**config.mk**
```make
export PLATFORM = sky130hd
export DESIGN_NAME = td4x_core
export DESIGN_NICKNAME = d
export VERILOG_FILES = /design/src/rtl/td4x_pkg.sv /design/src/rtl/td4x_decode.sv /design/src/rtl/td4x_core.sv
export SDC_FILE = /design/constraint.sdc
export NUM_CORES = 1
export LEC_CHECK = 0
export CELL_PAD_IN_SITES_DETAIL_PLACEMENT = 0
export CELL_PAD_IN_SITES_GLOBAL_PLACEMENT = 2
export CORE_MARGIN = 8
export CORE_UTILIZATION = 32
export CTS_CLUSTER_DIAMETER = 80
export DETAILED_ROUTE_END_ITERATION = 8
export GPL_TIMING_DRIVEN = 0
export PLACE_DENSITY = 0.79
export SLEW_MARGIN = 20
export SYNTH_ARGS = -nofsm -noshare
export SYNTH_HDL_FRONTEND = slang
export SYNTH_HIERARCHICAL = 1
export SYNTH_SLANG_ARGS = --single-unit
```
**constraint.sdc**
```tcl
create_clock -name clk -period 9.33 [get_ports clk]
set_clock_uncertainty 0.2 [all_clocks]
set_input_delay 2.799 -clock clk [delete_from_list [all_inputs] [get_ports clk]]
set_output_delay 2.799 -clock clk [all_outputs]
set_load 0.03 [all_outputs]
```
**src/rtl/td4x_pkg.sv**
```systemverilog
// Shared definitions for the parametrised TD4-class core: opcodes, FSM states
// and the adder operand selector.
package td4x_pkg;

    localparam int unsigned OP_W = 4;

    localparam logic [OP_W-1:0] OP_ADD_A  = 4'b0000;
    localparam logic [OP_W-1:0] OP_MOV_AB = 4'b0001;
    localparam logic [OP_W-1:0] OP_IN_A   = 4'b0010;
    localparam logic [OP_W-1:0] OP_MOV_AI = 4'b0011;
    localparam logic [OP_W-1:0] OP_MOV_BA = 4'b0100;
    localparam logic [OP_W-1:0] OP_ADD_B  = 4'b0101;
    localparam logic [OP_W-1:0] OP_IN_B   = 4'b0110;
    localparam logic [OP_W-1:0] OP_MOV_BI = 4'b0111;
    localparam logic [OP_W-1:0] OP_HALT   = 4'b1000;
    localparam logic [OP_W-1:0] OP_OUT_B  = 4'b1001;
    localparam logic [OP_W-1:0] OP_OUT_I  = 4'b1011;
    localparam logic [OP_W-1:0] OP_JNC    = 4'b1110;
    localparam logic [OP_W-1:0] OP_JMP    = 4'b1111;

    typedef enum logic {
        ST_RUN,
        ST_HALT
    } state_e;

    typedef enum logic [1:0] {
        SEL_A,
        SEL_B,
        SEL_IN,
        SEL_ZERO
    } sel_e;

endpackage

```
**src/rtl/td4x_decode.sv**
```systemverilog
// Instruction decoder: opcode and current carry to adder operand select and
// register load enables. Purely combinational.
module td4x_decode
    import td4x_pkg::*;
(
    input  logic [OP_W-1:0] op,
    input  logic            carry,
    output sel_e            sel,
    output logic            load_a,
    output logic            load_b,
    output logic            load_out,
    output logic            load_pc,
    output logic            upd_carry,
    output logic            is_halt
);

    always_comb begin
        sel       = SEL_ZERO;
        load_a    = 1'b0;
        load_b    = 1'b0;
        load_out  = 1'b0;
        load_pc   = 1'b0;
        upd_carry = 1'b0;
        is_halt   = 1'b0;
        unique case (op)
            OP_ADD_A: begin
                sel = SEL_A;    load_a = 1'b1;   upd_carry = 1'b1;
            end
            OP_MOV_AB: begin
                sel = SEL_B;    load_a = 1'b1;   upd_carry = 1'b1;
            end
            OP_IN_A: begin
                sel = SEL_IN;   load_a = 1'b1;   upd_carry = 1'b1;
            end
            OP_MOV_AI: begin
                sel = SEL_ZERO; load_a = 1'b1;   upd_carry = 1'b1;
            end
            OP_MOV_BA: begin
                sel = SEL_A;    load_b = 1'b1;   upd_carry = 1'b1;
            end
            OP_ADD_B: begin
                sel = SEL_B;    load_b = 1'b1;   upd_carry = 1'b1;
            end
            OP_IN_B: begin
                sel = SEL_IN;   load_b = 1'b1;   upd_carry = 1'b1;
            end
            OP_MOV_BI: begin
                sel = SEL_ZERO; load_b = 1'b1;   upd_carry = 1'b1;
            end
            OP_OUT_B: begin
                sel = SEL_B;    load_out = 1'b1; upd_carry = 1'b1;
            end
            OP_OUT_I: begin
                sel = SEL_ZERO; load_out = 1'b1; upd_carry = 1'b1;
            end
            // JNC branches on the carry from before this instruction
            OP_JNC: begin
                sel = SEL_ZERO; load_pc = ~carry; upd_carry = 1'b1;
            end
            OP_JMP: begin
                sel = SEL_ZERO; load_pc = 1'b1;  upd_carry = 1'b1;
            end
            OP_HALT: begin
                is_halt = 1'b1;
            end
            default: begin
            end
        endcase
    end

endmodule

```
**src/rtl/td4x_core.sv**
```systemverilog
// TD4-class accumulator core with configurable widths, fetch-valid stall,
// output strobe and HALT. All architectural state lives here.
module td4x_core
    import td4x_pkg::*;
#(
    parameter int unsigned DW       = 4,
    parameter int unsigned AW       = 4,
    parameter int unsigned RESET_PC = 0
) (
    input  logic               clk,
    input  logic               reset,
    output logic [AW-1:0]      address,
    input  logic [OP_W+DW-1:0] instr,
    input  logic               instr_valid,
    input  logic [DW-1:0]      in,
    output logic [DW-1:0]      out,
    output logic               out_strobe,
    output logic               halted
);

    localparam int unsigned SW = DW + 1;

    logic [AW-1:0]   pc;
    logic [DW-1:0]   reg_a;
    logic [DW-1:0]   reg_b;
    logic            carry;
    state_e          state;

    logic [OP_W-1:0] op;
    logic [DW-1:0]   im;
    logic [DW-1:0]   sel_val;
    logic [SW-1:0]   sum;
    logic [DW-1:0]   result;

    sel_e            sel;
    logic            load_a;
    logic            load_b;
    logic            load_out;
    logic            load_pc;
    logic            upd_carry;
    logic            is_halt;

    assign op      = instr[DW+OP_W-1:DW];
    assign im      = instr[DW-1:0];
    assign address = pc;
    assign halted  = (state == ST_HALT);

    td4x_decode u_decode (
        .op        (op),
        .carry     (carry),
        .sel       (sel),
        .load_a    (load_a),
        .load_b    (load_b),
        .load_out  (load_out),
        .load_pc   (load_pc),
        .upd_carry (upd_carry),
        .is_halt   (is_halt)
    );

    // Single adder shared by every instruction; sum[DW] is the carry out
    always_comb begin
        sel_val = '0;
        unique case (sel)
            SEL_A:    sel_val = reg_a;
            SEL_B:    sel_val = reg_b;
            SEL_IN:   sel_val = in;
            SEL_ZERO: sel_val = '0;
            default:  sel_val = '0;
        endcase
        sum    = SW'(sel_val) + SW'(im);
        result = sum[DW-1:0];
    end

    always_ff @(posedge clk) begin
        if (reset) begin
            pc         <= AW'(RESET_PC);
            reg_a      <= '0;
            reg_b      <= '0;
            out        <= '0;
            carry      <= 1'b0;
            out_strobe <= 1'b0;
            state      <= ST_RUN;
        end else begin
            out_strobe <= 1'b0;
            unique case (state)
                ST_RUN: begin
                    if (instr_valid) begin
                        if (is_halt) begin
                            state <= ST_HALT;
                        end else begin
                            if (load_a)    reg_a <= result;
                            if (load_b)    reg_b <= result;
                            if (load_out)  out   <= result;
                            if (upd_carry) carry <= sum[DW];
                            // upper immediate bits beyond AW are dropped on jumps
                            pc         <= load_pc ? im[AW-1:0] : pc + AW'(1);
                            out_strobe <= load_out;
                        end
                    end
                end
                ST_HALT: begin
                end
                default: state <= ST_RUN;
            endcase
        end
    end

endmodule

```
# Word level (Yosys, flattened, before mapping)
# Cells that the tools add are included.
op_classes:
  n_addsub: 2
  n_eq_ne: 15
  n_mux: 12
  bitwise: 4
  reduce_logical: 15
op_table:
  columns: ["cell", "n"]
  rows:
  - ["$eq 4x4->1 const B", 5]
  - ["$eq 4x3->1 const B", 4]
  - ["$pmux 4 s4", 1]
  - ["$reduce_and 4->1", 4]
  - ["$reduce_or 12->1", 1]
  - ["$reduce_or 4->1", 3]
  - ["$eq 4x2->1 const B", 2]
  - ["$mux 1", 8]
  - ["$pmux 2 s3", 1]
  - ["$reduce_or 2->1", 3]
  - ["$add 4x4->5", 1]
  - ["$add 4x1->4 const B", 1]
  - ["$eq 2x2->1 const B", 2]
  - ["$eq 4x1->1 const B", 1]
  - ["$logic_not 4->1", 1]
  - ["$mux 4", 1]
  - ["$not 1->1", 4]
  - ["$reduce_and 3->1", 1]
  - ["$reduce_or 3->1", 1]
  - ["$eq 2x1->1 const B", 1]
  - ["$logic_not 2->1", 1]
  - ["$pmux 1 s2", 1]
word_totals:
  reg_bits: 19
  inputBits: 15

# Logic depth before layout (Yosys ltp)
# Gate-level depths: netlist (run 1).
depth:
  depth_word: 6
  ltp_mapped: 12

# By module
# The synthesis (run 1) kept the hierarchy.
by_module_without_submodules:
  columns: ["module", "n_inst", "cells_per_inst", "area_each_um2", "seq_area_each_um2"]
  rows:
  - ["td4x_core", 1, 119, 1107.3, 380.4]
  - ["td4x_decode", 1, 12, 72.6, 0.0]

# Worst setup path before layout (run 1)
# No wires, ideal clock.
synth_timing:
  kind: "input to register"
  startpoint: "input port instr[6]"
  endpoint: "register carry"
  arrival_time_ns: 4.704
  t_required_ns: 9.039
  setup_slack_ns: 4.335
  stages: 12
  cell_sequence: "nand2b_1 > a21o_2 > clkbuf_1 > nor2b_1 > nand2_1 > o21ai_0 > ha_1 > inv_1 > fa_1 > nor2b_1 > o21ai_0 > a311oi_1"
synth_via:
  elab_chain_cells: 6
  word_cells_on_any_way: 28
synth_lines:
  columns: ["element", "line", "source"]
  rows:
  - ["start, declared", "td4x_core.sv:13", "input logic [OP_W+DW-1:0] instr,"]
  - ["$eq 4x1->1, or another cell as far along", "td4x_decode.sv:25", "unique case (op)"]
  - ["$reduce_or 3->1 (no source line) / $reduce_or 2->1 (equally long branches)", null, null]
  - ["$pmux 2 s3 (*)", "td4x_decode.sv:25", null]
  - ["net sel[1]", "td4x_core.sv:35", "sel_e sel;"]
  - ["$eq 2x2->1, or another cell as far along", "td4x_core.sv:63", "unique case (sel)"]
  - ["$pmux 4 s4 (*)", "td4x_core.sv:63", null]
  - ["$add 4x4->5 (*)", "td4x_core.sv:70", "sum = SW'(sel_val) + SW'(im);"]
  - ["end signal, assigned", "td4x_core.sv:94", "if (upd_carry) carry <= sum[DW];"]
  - ["end, declared", "td4x_core.sv:26", "logic carry;"]
# The timed path passes the listed nets; every way through them passes the cells marked *.
# A chain may end at the register's enable or synchronous reset.

# Worst setup path after layout (run 1)
layout_timing:
  startpoint: "input port instr[6]"
  endpoint: "register reg_a[2]"
layout_via:
  elab_chain_cells: 6
  word_cells_on_any_way: 24
layout_lines:
  columns: ["element", "line", "source"]
  rows:
  - ["$eq 4x1->1, or another cell as far along", "td4x_decode.sv:25", null]
  - ["$reduce_or 3->1 (no source line) / $reduce_or 2->1 (equally long branches)", null, null]
  - ["$pmux 2 s3 (*)", "td4x_decode.sv:25", null]
  - ["net sel[1]", "td4x_core.sv:35", null]
  - ["$eq 2x2->1, or another cell as far along", "td4x_core.sv:63", null]
  - ["$pmux 4 s4 (*)", "td4x_core.sv:63", null]
  - ["$add 4x4->5 (*)", "td4x_core.sv:70", null]
  - ["end signal, assigned", "td4x_core.sv:91", "if (load_a) reg_a <= result;"]
  - ["end, declared", "td4x_core.sv:24", "logic [DW-1:0] reg_a;"]
# Marked as above.

==> impl_metrics.ini, run 1 <==
[clock_network]
cts_hold_buf = 0
cts_buffer_count = 3
worst_skew_pair.late_latency_ns = 0.26
numClockSinks = 19
tritoncts = yes
clk_root_buffer_cell = sky130_fd_sc_hd__clkbuf_8
cts_post_setup_buffers_inserted = 0
cts_buffer_depth = 2
cts.reportedPaths.clkPinSlew_ns = 0.08
cts-resized-gates = 0
cts_max_level = 1

[floorplan]
floorplan.rows = 22
core_footprint_sq_mm = 0.00361
initial_core_utilization_pct = 32.7
floorplan.die.width_microns = 76.7
die_y_microns = 76.7
die-area_sq_mm = 0.00589
ioPinCount = 25

[sta]
max_slew_margin_pct = 29.9
max_clock_freq_mhz = 179
final.setup.tns_ns = 0
layout_min_cycle_time_ns = 5.59
setup_viol = 0
finalHoldWorstSlack_ns = 0.295
worstMarginPinSlew_ns = 1.04
finalHoldViolations = 0
grt_setup_unrepaired = false
period_share_pct = 59.9
finalMaxSlewViolations = 0

[cells_and_area]
footprint_of_the_multi_input_gates_sq_um = 726
nFillCells = 367
final-instance-count-excl-fill = 207
fin_area_sq_mm = 0.00153
layout.cells.most_common_list = sky130_fd_sc_hd__clkdlybuf4s50_1, sky130_fd_sc_hd__dfxtp_1, sky130_fd_sc_hd__nor2_1
n_antenna_cell = 0
fin_nets = 181
syn2layout_area_growth_pct = 29.4
post_route_cells_drive_above_1_share_pct = 10.7
mostFrequentLayoutCell = sky130_fd_sc_hd__clkdlybuf4s50_1
area.sequential_sq_um = 380

[critical_path]
worst_setup_path_start = instr[6]
r2r_end = reg_a[2]
timing.critical_path.from_type = input pin
critPathArrivalTime_ns = 5.59
cells_on_worst_reg2reg_path = 8
crit_required_ns = 9.33
worst_r2r_startpoint = reg_a[0]
worst_setup_path_endpoint = reg_a[2]
worst_case_register_to_register_setup_slack_ns = 7.30
worst-setup-path-type = input pin to register
setup.worst_path.end_class = register
crit_path_max_fanout = 7

[synth]
synth_top_cell_area_share_pct = 32.2
share_of_cell_area_taken_by_muxes_after_synthesis_pct = 10.2
post-synth-top-area-cell = sky130_fd_sc_hd__dfxtp_1
yosys.area_share.xor_xnor_pct = 0.742
synth.top_cells.by_area = sky130_fd_sc_hd__dfxtp_1, sky130_fd_sc_hd__mux2i_1, sky130_fd_sc_hd__ha_1
synth.cell_area_sq_mm = 0.00118
yosys.cell_types.count = 38
dominant_combinational_cell_family_by_area_after_synthesis = simple AND/OR/NAND/NOR gates
netlist_instances = 131
edff_count_synth = 0
synth_warnings = 6
number_of_synthesized_register_bits = 19
synth-adder-area-share_pct = 7.00
post_synth.cell_area_avg_sq_um = 9.01
synth_compound_area_share_pct = 19.6
synth_nets = 152
postSynth.topFlopCell = sky130_fd_sc_hd__dfxtp_1
synth-simple-area-share_pct = 24.0
synthArstFlopShare_pct = 0
share_of_synthesized_area_occupied_by_flip_flops_and_latches_pct = 32.2

[power]
areal_power_density_over_the_cells_mw_per_mm2 = 124
power.share.sequential_pct = 46.4
static-leakage-power_nw = 0.573
power_mw = 0.189
combinationalPowerShare_pct = 22.7
power_switching_mw = 0.0536
power.switching_fraction_pct = 28.4
total_internal_power_mw = 0.135
ir_worst_vdd_uv = 55.7
power.share.clock_pct = 30.9

[routing]
detailroute.via_count = 1024
drt-initial-drc-count = 34
drt.antenna.violating_nets = 0
drt_drc_violations_left = 0
drtPass1Iterations = 4
post_drt_via_cell_ratio = 4.95
wirelength_mm = 2.85
route.detailed.wl_per_inst_microns = 13.8

[placement]
finalWeightedCongestion = 0.737
placement.cell_area_sq_mm = 0.00148
port-buffer-count = 24
post-dp-hpwl_mm = 2.22
dp_cells = 203

[global_routing]
initial_antenna_violation_count = 0
grt_util_all_layers_pct = 10.1
grt_pass1_wl_mm = 4.93
gr-total-overflow = 0
grt_max_degree = 12
via_count_of_the_first_global_routing_pass = 1026

[worst_hold_path]
timing.hold.worst.class = register to register

[flow_run]
max-cap-violations = 0

[run_status]
status = completed
==> state kept, by name, summed over array words and instances (netlist names) <==
signal	count
address	4
out	4
reg_a	4
reg_b	4
carry	1
halted	1
out_strobe	1
==> cell families after synthesis <==
group                    count (synthesis)
AND/OR/NAND/NOR                         48
AO/OA/AOI/OAI                           31
buffers and inverters                   14
adder cells (fa/ha/maj)                  6
flip-flops                              19
XOR/XNOR                                 1
multiplexers                            12
==> power by group through the flow <==
stage	combinational [mW]	sequential (mW)	clock (mW)
after floorplan	0.0232	0.0926	0
after global routing	0.0473	0.0883	0.0648
after CTS	0.0435	0.0878	0.0608
after global placement	0.0428	0.0895	0
final	0.0428	0.0877	0.0584
after detailed placement	0.0431	0.0897	0
==> worst max-delay path, stage by stage <==
cell                              delay, ns
sky130_fd_sc_hd__clkdlybuf4s50_1       0.51
sky130_fd_sc_hd__nand2b_1              0.21
sky130_fd_sc_hd__a21o_2                0.20
sky130_fd_sc_hd__clkbuf_1              0.20
sky130_fd_sc_hd__nor2b_1               0.30
sky130_fd_sc_hd__nand2_1               0.08
sky130_fd_sc_hd__o21ai_0               0.08
sky130_fd_sc_hd__ha_1                  0.22
sky130_fd_sc_hd__inv_1                 0.07
sky130_fd_sc_hd__fa_1                  0.44
sky130_fd_sc_hd__xnor2_1               0.27
sky130_fd_sc_hd__mux2i_1               0.12
sky130_fd_sc_hd__nor2_1                0.09
==> through the flow <==
step                      setup slack [ns]  util [%]
after detailed placement              3.44      41.0
after floorplan                       4.34         -
after CTS                             3.71      42.3
final                                 3.74      42.3
after global routing                  3.40      42.3
after global placement                3.47      41.0
==> layout make-up <==
type                       instances  area share [%]
multi-input combinational         98            47.5
clock buffer                       3            2.70
tap                               48            3.93
inverter                           7            1.72
timing repair buffer              24            15.7
buffer                             7            3.11
clock inverter                     1           0.328
sequential                        19            24.9
==> metal layers <==
layer  track usage, %  routed length [microns]  up-vias
met4             3.46                       32        0
met5                0                        0        -
met3             2.68                      119        4
li1                 -                        -      529
met2             16.6                     1310       20
met1             12.5                     1380      471
==> worst min path at each step <==
stage	startpoint	to	slack, ns	cells past startpoint
after floorplan	reg_a[0]	reg_a[0]	0.26	2
after global placement	reg_b[2]	reg_b[2]	0.27	2
after detailed placement	reg_a[0]	reg_a[0]	0.29	2
after CTS	out[0]	out[0]	0.30	2
after global routing	reg_a[0]	reg_a[0]	0.34	2
final	out[0]	out[0]	0.29	2
==> synth_stat cells (2+ instances only) <==
| cell type | instances |
|---|---|
| sky130_fd_sc_hd__nand3_1 | 5 |
| sky130_fd_sc_hd__inv_1 | 7 |
| sky130_fd_sc_hd__dfxtp_1 | 19 |
| sky130_fd_sc_hd__buf_6 | 2 |
| sky130_fd_sc_hd__o21ai_0 | 8 |
| sky130_fd_sc_hd__nand4_1 | 3 |
| sky130_fd_sc_hd__nand2_1 | 6 |
| sky130_fd_sc_hd__mux2i_1 | 12 |
| sky130_fd_sc_hd__o311ai_2 | 3 |
| sky130_fd_sc_hd__a211oi_1 | 3 |
| sky130_fd_sc_hd__nor3b_1 | 2 |
| sky130_fd_sc_hd__o211ai_1 | 3 |
| sky130_fd_sc_hd__nor2_1 | 15 |
| sky130_fd_sc_hd__nor2b_1 | 5 |
| sky130_fd_sc_hd__buf_2 | 2 |
| sky130_fd_sc_hd__and4bb_1 | 3 |
| sky130_fd_sc_hd__ha_1 | 5 |
| sky130_fd_sc_hd__a21oi_1 | 6 |
| sky130_fd_sc_hd__and2_1 | 2 |
| sky130_fd_sc_hd__clkbuf_1 | 2 |
Note: power is estimated with default switching activity, not from simulation.
==> run 2, diff against run 1 <==
Settings changed: CORE_UTILIZATION 32 to 27, PLACE_DENSITY 0.79 to 0.71.
Clock period 9.33 ns to 5.1 ns, I/O delays scaled along.
==> run 2 against run 1 <==
- via count is 1.1% higher
- clock power increased by 82%
- worst setup slack worse by 3.1 ns
- core utilization down 6.6 points
- register-to-register slack got worse by 4.3 ns
- critical path depth unchanged
==> impl_metrics.ini, run 2 (same netlist as run 1, synthesis figures left out) <==
[clock_network]
numClockSinks = 19
cts-resized-gates = 0
worst_skew_pair.late_latency_ns = 0.25
cts_max_level = 1
tritoncts = yes
cts.reportedPaths.clkPinSlew_ns = 0.07
cts_buffer_count = 3
cts_buffer_depth = 2
cts_hold_buf = 0
cts_post_setup_buffers_inserted = 0
clk_root_buffer_cell = sky130_fd_sc_hd__clkbuf_8

[routing]
drt_drc_violations_left = 0
route.detailed.wl_per_inst_microns = 14.5
wirelength_mm = 3.07
drtPass1Iterations = 4
detailroute.via_count = 1035
post_drt_via_cell_ratio = 4.91
drt.antenna.violating_nets = 0
drt-initial-drc-count = 38

[critical_path]
cp_slowest_stage_delay_ns = 0.52
critical_path_cell_sequence = clkdlybuf4s50_1 > nand2b_1 > a21o_2 > clkbuf_1 > nor2b_1 > nand2_1 > o21ai_0 > ha_1 > inv_1 > fa_1 > xnor2_1 > mux2i_1 > nor2_1
timing.critical_path.from_type = input pin
worst_setup_path_start = instr[6]
crit_path_top_delay_cell = sky130_fd_sc_hd__clkdlybuf4s50_1
worst-setup-path-type = input pin to register
crit_required_ns = 5.10
critPathArrivalTime_ns = 4.45
worst_r2r_startpoint = reg_a[0]
setup.worst_path.end_class = register
crit_path_max_fanout = 7

[sta]
grt_setup_unrepaired = false
setup_viol = 0
period_share_pct = 87.3
layout_min_cycle_time_ns = 4.45
finalHoldViolations = 0
finalMaxSlewViolations = 0
finalHoldWorstSlack_ns = 0.299
max_slew_margin_pct = 61.3
max_clock_freq_mhz = 225
final.setup.tns_ns = 0
worstMarginPinSlew_ns = 0.579

[global_routing]
gr-total-overflow = 0
grt_max_degree = 11
grt_util_all_layers_pct = 9.72
grt_pass1_wl_mm = 5.02
initial_antenna_violation_count = 0
via_count_of_the_first_global_routing_pass = 1067

[power]
power_mw = 0.347
areal_power_density_over_the_cells_mw_per_mm2 = 226
power.share.sequential_pct = 46.3
power.switching_fraction_pct = 28.2
static-leakage-power_nw = 0.572
ir_worst_vdd_uv = 70.8
power.share.clock_pct = 30.7
power_switching_mw = 0.0978
total_internal_power_mw = 0.249
combinationalPowerShare_pct = 23.0

[placement]
finalWeightedCongestion = 0.728
port-buffer-count = 24
dp_cells = 207
post-dp-hpwl_mm = 2.34

[worst_hold_path]
timing.hold.worst.start = reg_a[2]
timing.hold.worst.class = register to register

[floorplan]
core_footprint_sq_mm = 0.00429
floorplan.die.width_microns = 82.1
die_y_microns = 82.1
initial_core_utilization_pct = 27.5
ioPinCount = 25
die-area_sq_mm = 0.00674
floorplan.rows = 24

[cells_and_area]
post_route_cells_drive_above_1_share_pct = 10.7
final-instance-count-excl-fill = 211
mostFrequentLayoutCell = sky130_fd_sc_hd__clkdlybuf4s50_1
layout.cells.most_common_list = sky130_fd_sc_hd__clkdlybuf4s50_1, sky130_fd_sc_hd__dfxtp_1, sky130_fd_sc_hd__nor2_1
nFillCells = 450
n_antenna_cell = 0
fin_nets = 181
syn2layout_area_growth_pct = 30.2

[run_status]
status = completed

[flow_run]
max-cap-violations = 0
-- run 2: changes by cell type in the layout (fill, tap and decap cells not counted) --
cell,previous run,this run
sky130_fd_sc_hd__clkbuf_1,2,3
sky130_fd_sc_hd__clkinv_2,1,0
sky130_fd_sc_hd__nor4b_1,1,0
sky130_fd_sc_hd__nor4b_2,0,1
-- run 2: routing by layer --
layer / GRT usage (%) / part of all wire, %
met1: 11.0 / 46
met2: 17.6 / 49
met3: 2.16 / 4.0
met4: 3.16 / 0.78
met5: 0 / 0
-- run 2: worst paths after layout --
path | slack [ns] | endpoint | cells past startpoint
worst max-delay path | 0.65 | out[2] | 13
worst min-delay path | 0.30 | reg_a[2] | 2
worst max register to register | 3.02 | out[2] | 8
worst min register to register | 0.30 | reg_a[2] | 2
-- run 2: power by group through the flow --
stage | sequential [mW] | combinational (mW) | clock (mW)
2_1_floorplan | 0.169 | 0.0425 | 0
3_3_place_gp | 0.164 | 0.0792 | 0
3_5_place_dp | 0.164 | 0.0800 | 0
4_1_cts | 0.161 | 0.0806 | 0.113
5_1_grt | 0.161 | 0.0881 | 0.119
6_report | 0.160 | 0.0799 | 0.106
-- run 2: area by class of cell --
| cell class | count | area (sq um) | share of cell area (%) |
|---|---|---|---|
| Buffer | 7 | 47.5 | 3.09 |
| Multi-Input combinational cell | 98 | 732 | 47.6 |
| Inverter | 7 | 26.3 | 1.71 |
| Clock buffer | 4 | 45.0 | 2.93 |
| Sequential cell | 19 | 380 | 24.8 |
| Tap cell | 52 | 65.1 | 4.23 |
| Timing Repair Buffer | 24 | 240 | 15.6 |
-- run 2: worst max-delay path, delay by kind of cell --
family | cells | cell delay (ns)
buf+inv | 3 | 0.80
simple gates | 4 | 0.71
fa+ha+maj | 2 | 0.65
xor+xnor | 1 | 0.32
compound gates | 2 | 0.29
mux | 1 | 0.13
-- run 2: through the flow --
step / instance area [sq um] / setup slack [ns] / utilization [%]
after floorplan: 1180 / 1.37 / -
after global placement: 1490 / 0.444 / 34.6
after detailed placement: 1490 / 0.427 / 34.6
after CTS: 1530 / 0.669 / 35.6
after global routing: 1540 / 0.437 / 35.8
final: 1540 / 0.647 / 35.8
==> RTL edit (config.mk and constraints of run 2) <==
Register the inputs `instr`, `instr_valid` and `in` before use, cleared by the reset. The logic sees them one clock later.
--- a/src/rtl/td4x_core.sv
+++ b/src/rtl/td4x_core.sv
@@ -22,2 +22,18 @@
 
+    logic [OP_W+DW-1:0] instr_q;
+    logic instr_valid_q;
+    logic [DW-1:0] in_q;
+
+    always_ff @(posedge clk) begin
+        if (reset) begin
+            instr_q       <= '0;
+            instr_valid_q <= '0;
+            in_q          <= '0;
+        end else begin
+            instr_q       <= instr;
+            instr_valid_q <= instr_valid;
+            in_q          <= in;
+        end
+    end
+
     logic [AW-1:0]   pc;
@@ -42,4 +58,4 @@
 
-    assign op      = instr[DW+OP_W-1:DW];
-    assign im      = instr[DW-1:0];
+    assign op      = instr_q[DW+OP_W-1:DW];
+    assign im      = instr_q[DW-1:0];
     assign address = pc;
@@ -65,3 +81,3 @@
             SEL_B:    sel_val = reg_b;
-            SEL_IN:   sel_val = in;
+            SEL_IN:   sel_val = in_q;
             SEL_ZERO: sel_val = '0;
@@ -86,3 +102,3 @@
                 ST_RUN: begin
-                    if (instr_valid) begin
+                    if (instr_valid_q) begin
                         if (is_halt) begin
Function: changed (a bounded check fails within 4 cycles, from zero or initial values and one cycle with reset high).
==> RTL edit against run 2 <==
- sequential cell count up 13
- maximum frequency up 39%
- sequential power up 68%
- area after synthesis up 31%
- critical path depth down 12
- worst setup slack better by 1.3 ns
- design area up 28%
- wire length up 20%
- total power up 55%
- global-route usage down 0.44 points
- critical path type is now reg -> out
==> RTL edit: results (changes against run 2) <==
| Metric | Value |
|---|---|
| Synth Warn # | `6 (unchanged)` |
| Critical-path maximum fanout | `7 (unchanged)` |
| Postcts setup bufs | `0 (unchanged)` |
| CP max stage cell | `clkdlybuf4s50_1 (unchanged)` |
| Later-pin clock latency in the skew report | `0.28 ns (was 0.25 ns)` |
| Iteration-0 DRC Markers | `75 (was 38)` |
| Clock root cell | `clkbuf_8 (unchanged)` |
| Worst vdd ir | `117 uV (was 70.8 uV)` |
| First-pass GRT wire length | `6220 um (was 5020 um)` |
| Largest net degree at the start of global routing | `11 (unchanged)` |
| Vias in the first global route | `1,254 (was 1,067)` |
| Clk buf depth | `2 (unchanged)` |
| Share of cells above drive strength 1 | `12.1% (was 10.7%)` |
| CTS H-tree depth | `2 (was 1)` |
| GPL Wtd Cong | `0.776 (was 0.728)` |
| Post-synth ARST share | `0% (unchanged)` |
| DP HPWL | `2720 um (was 2340 um)` |
| Post-synthesis sequential area ratio | `41.3% (was 32.2%)` |
| # diodes | `0 (unchanged)` |
| I/O Buffers | `23 (was 24)` |
| Pre-CTS WS | `2.10 ns (was 0.427 ns)` |
| Delay-heaviest family, CP | `buffers and inverters (unchanged)` |
| Clk slew on worst S/H paths | `0.07 ns (about the same)` |
| Synth cell types | `40 (was 38)` |
| CTS Buf Count | `5 (was 3)` |
| Worst Path Arrival | `1.47 ns (was 4.45 ns)` |
| Status | `finished clean (unchanged)` |
| DRC | `0 (unchanged)` |
| Peak per-stage delay on the critical path | `0.73 ns (was 0.52 ns)` |
| Drt wl/cell | `14.1 um (was 14.5 um)` |
| First-pass iteration count of the detailed router | `4 (unchanged)` |
| Via count | `1,209 (was 1,035)` |
| Slew HR | `57.6% (was 61.3%)` |
| Syn Nets | `180 (was 152)` |
| Post-CTS sizing | `0 (unchanged)` |
| Lkg Pwr | `0.702 nW (was 0.572 nW)` |
| Initial antenna violation count | `0 (unchanged)` |
| Top reg by flops | `instr_q` |
| Commonest cells post-synth | `dfxtp_1, nor2b_1, nor2_1, mux2i_1, inv_1 (was dfxtp_1, nor2_1, mux2i_1, o21ai_0, inv_1)` |
| Min-delay worst type | `reg -> reg (unchanged)` |
| Layout Nets | `210 (was 181)` |
| Number of flip-flops in the largest register | `8` |
| Total Routing Usage GR | `9.29% (was 9.72%)` |
| Psw | `0.133 mW (was 0.0978 mW)` |
| Synth top area cells | `dfxtp_1, mux2i_1, nor2b_1 (was dfxtp_1, mux2i_1, ha_1)` |
## RTL edit: cell count changes in the layout (fill, tap and decap cells not counted), sizes merged
cell	delta
buf	+1
clkbuf	+5
clkdlybuf4s50	-1
dfxtp	+13
nor2b	+13
## RTL edit: area by class of cell
class	count	area, um^2
plain buffers	9	57.6
inverters	7	26.3
fillers	570	3570
flip-flops and latches	32	641
well taps	72	90.1
clock buffers	8	90.1
repair buffers	23	230
multi-input cells	111	833
## RTL edit: worst paths after layout
| kind | start | end | slack (ns) | cells past startpoint |
|---|---|---|---|---|
| max | halted$_SDFF_PP0_ | halted | 1.90 | 1 |
| max reg2reg | instr_q[6]$_SDFF_PP0_ | out[2]$_SDFFE_PP0P_ | 2.10 | 12 |
| min reg2reg | out[0]$_SDFFE_PP0P_ | out[0]$_SDFFE_PP0P_ | 0.30 | 2 |
| min | out[0]$_SDFFE_PP0P_ | out[0]$_SDFFE_PP0P_ | 0.30 | 2 |
## RTL edit: layer usage
layer / GRT usage (%) / vias to the layer above / part of all wire (%)
met5: 0 / - / 0
met4: 3.22 / 0 / 1.2
met2: 15.0 / 22 / 47
met1: 11.3 / 569 / 47
met3: 3.10 / 6 / 4.3
li1: - / 612 / -
## RTL edit: power groups by stage
stage	Sequential [mW]	Clock, mW	Combinational (mW)
floorplan	0.274	0	0.0424
finish	0.268	0.199	0.0690
detailed placement	0.274	0	0.0698
CTS	0.268	0.208	0.0702
global route	0.269	0.221	0.0769
global placement	0.273	0	0.0690
## RTL edit: kinds of logic (layout without fill, tap and decap cells)
family          Yosys count  count (layout)  synth area share (%)
simple gates             61              61                  23.5
flops                    32              32                  41.3
mux                      12              12                  7.74
fa+ha+maj                 6               6                  5.32
xor+xnor                  1               1                 0.565
buf+inv                  16              47                  5.40
compound gates           31              31                  16.2
## RTL edit: stage by stage
step	std cells	cell area, um^2	total power, mW	util (%)	hold WS (ns)
after floorplan	159	1550	0.317	-	0.260
after global placement	254	1870	0.342	33.8	0.272
after detailed placement	254	1870	0.343	33.8	0.285
after CTS	262	1960	0.546	35.4	0.301
after global routing	262	1970	0.567	35.5	0.309
final	262	1970	0.536	35.5	0.297
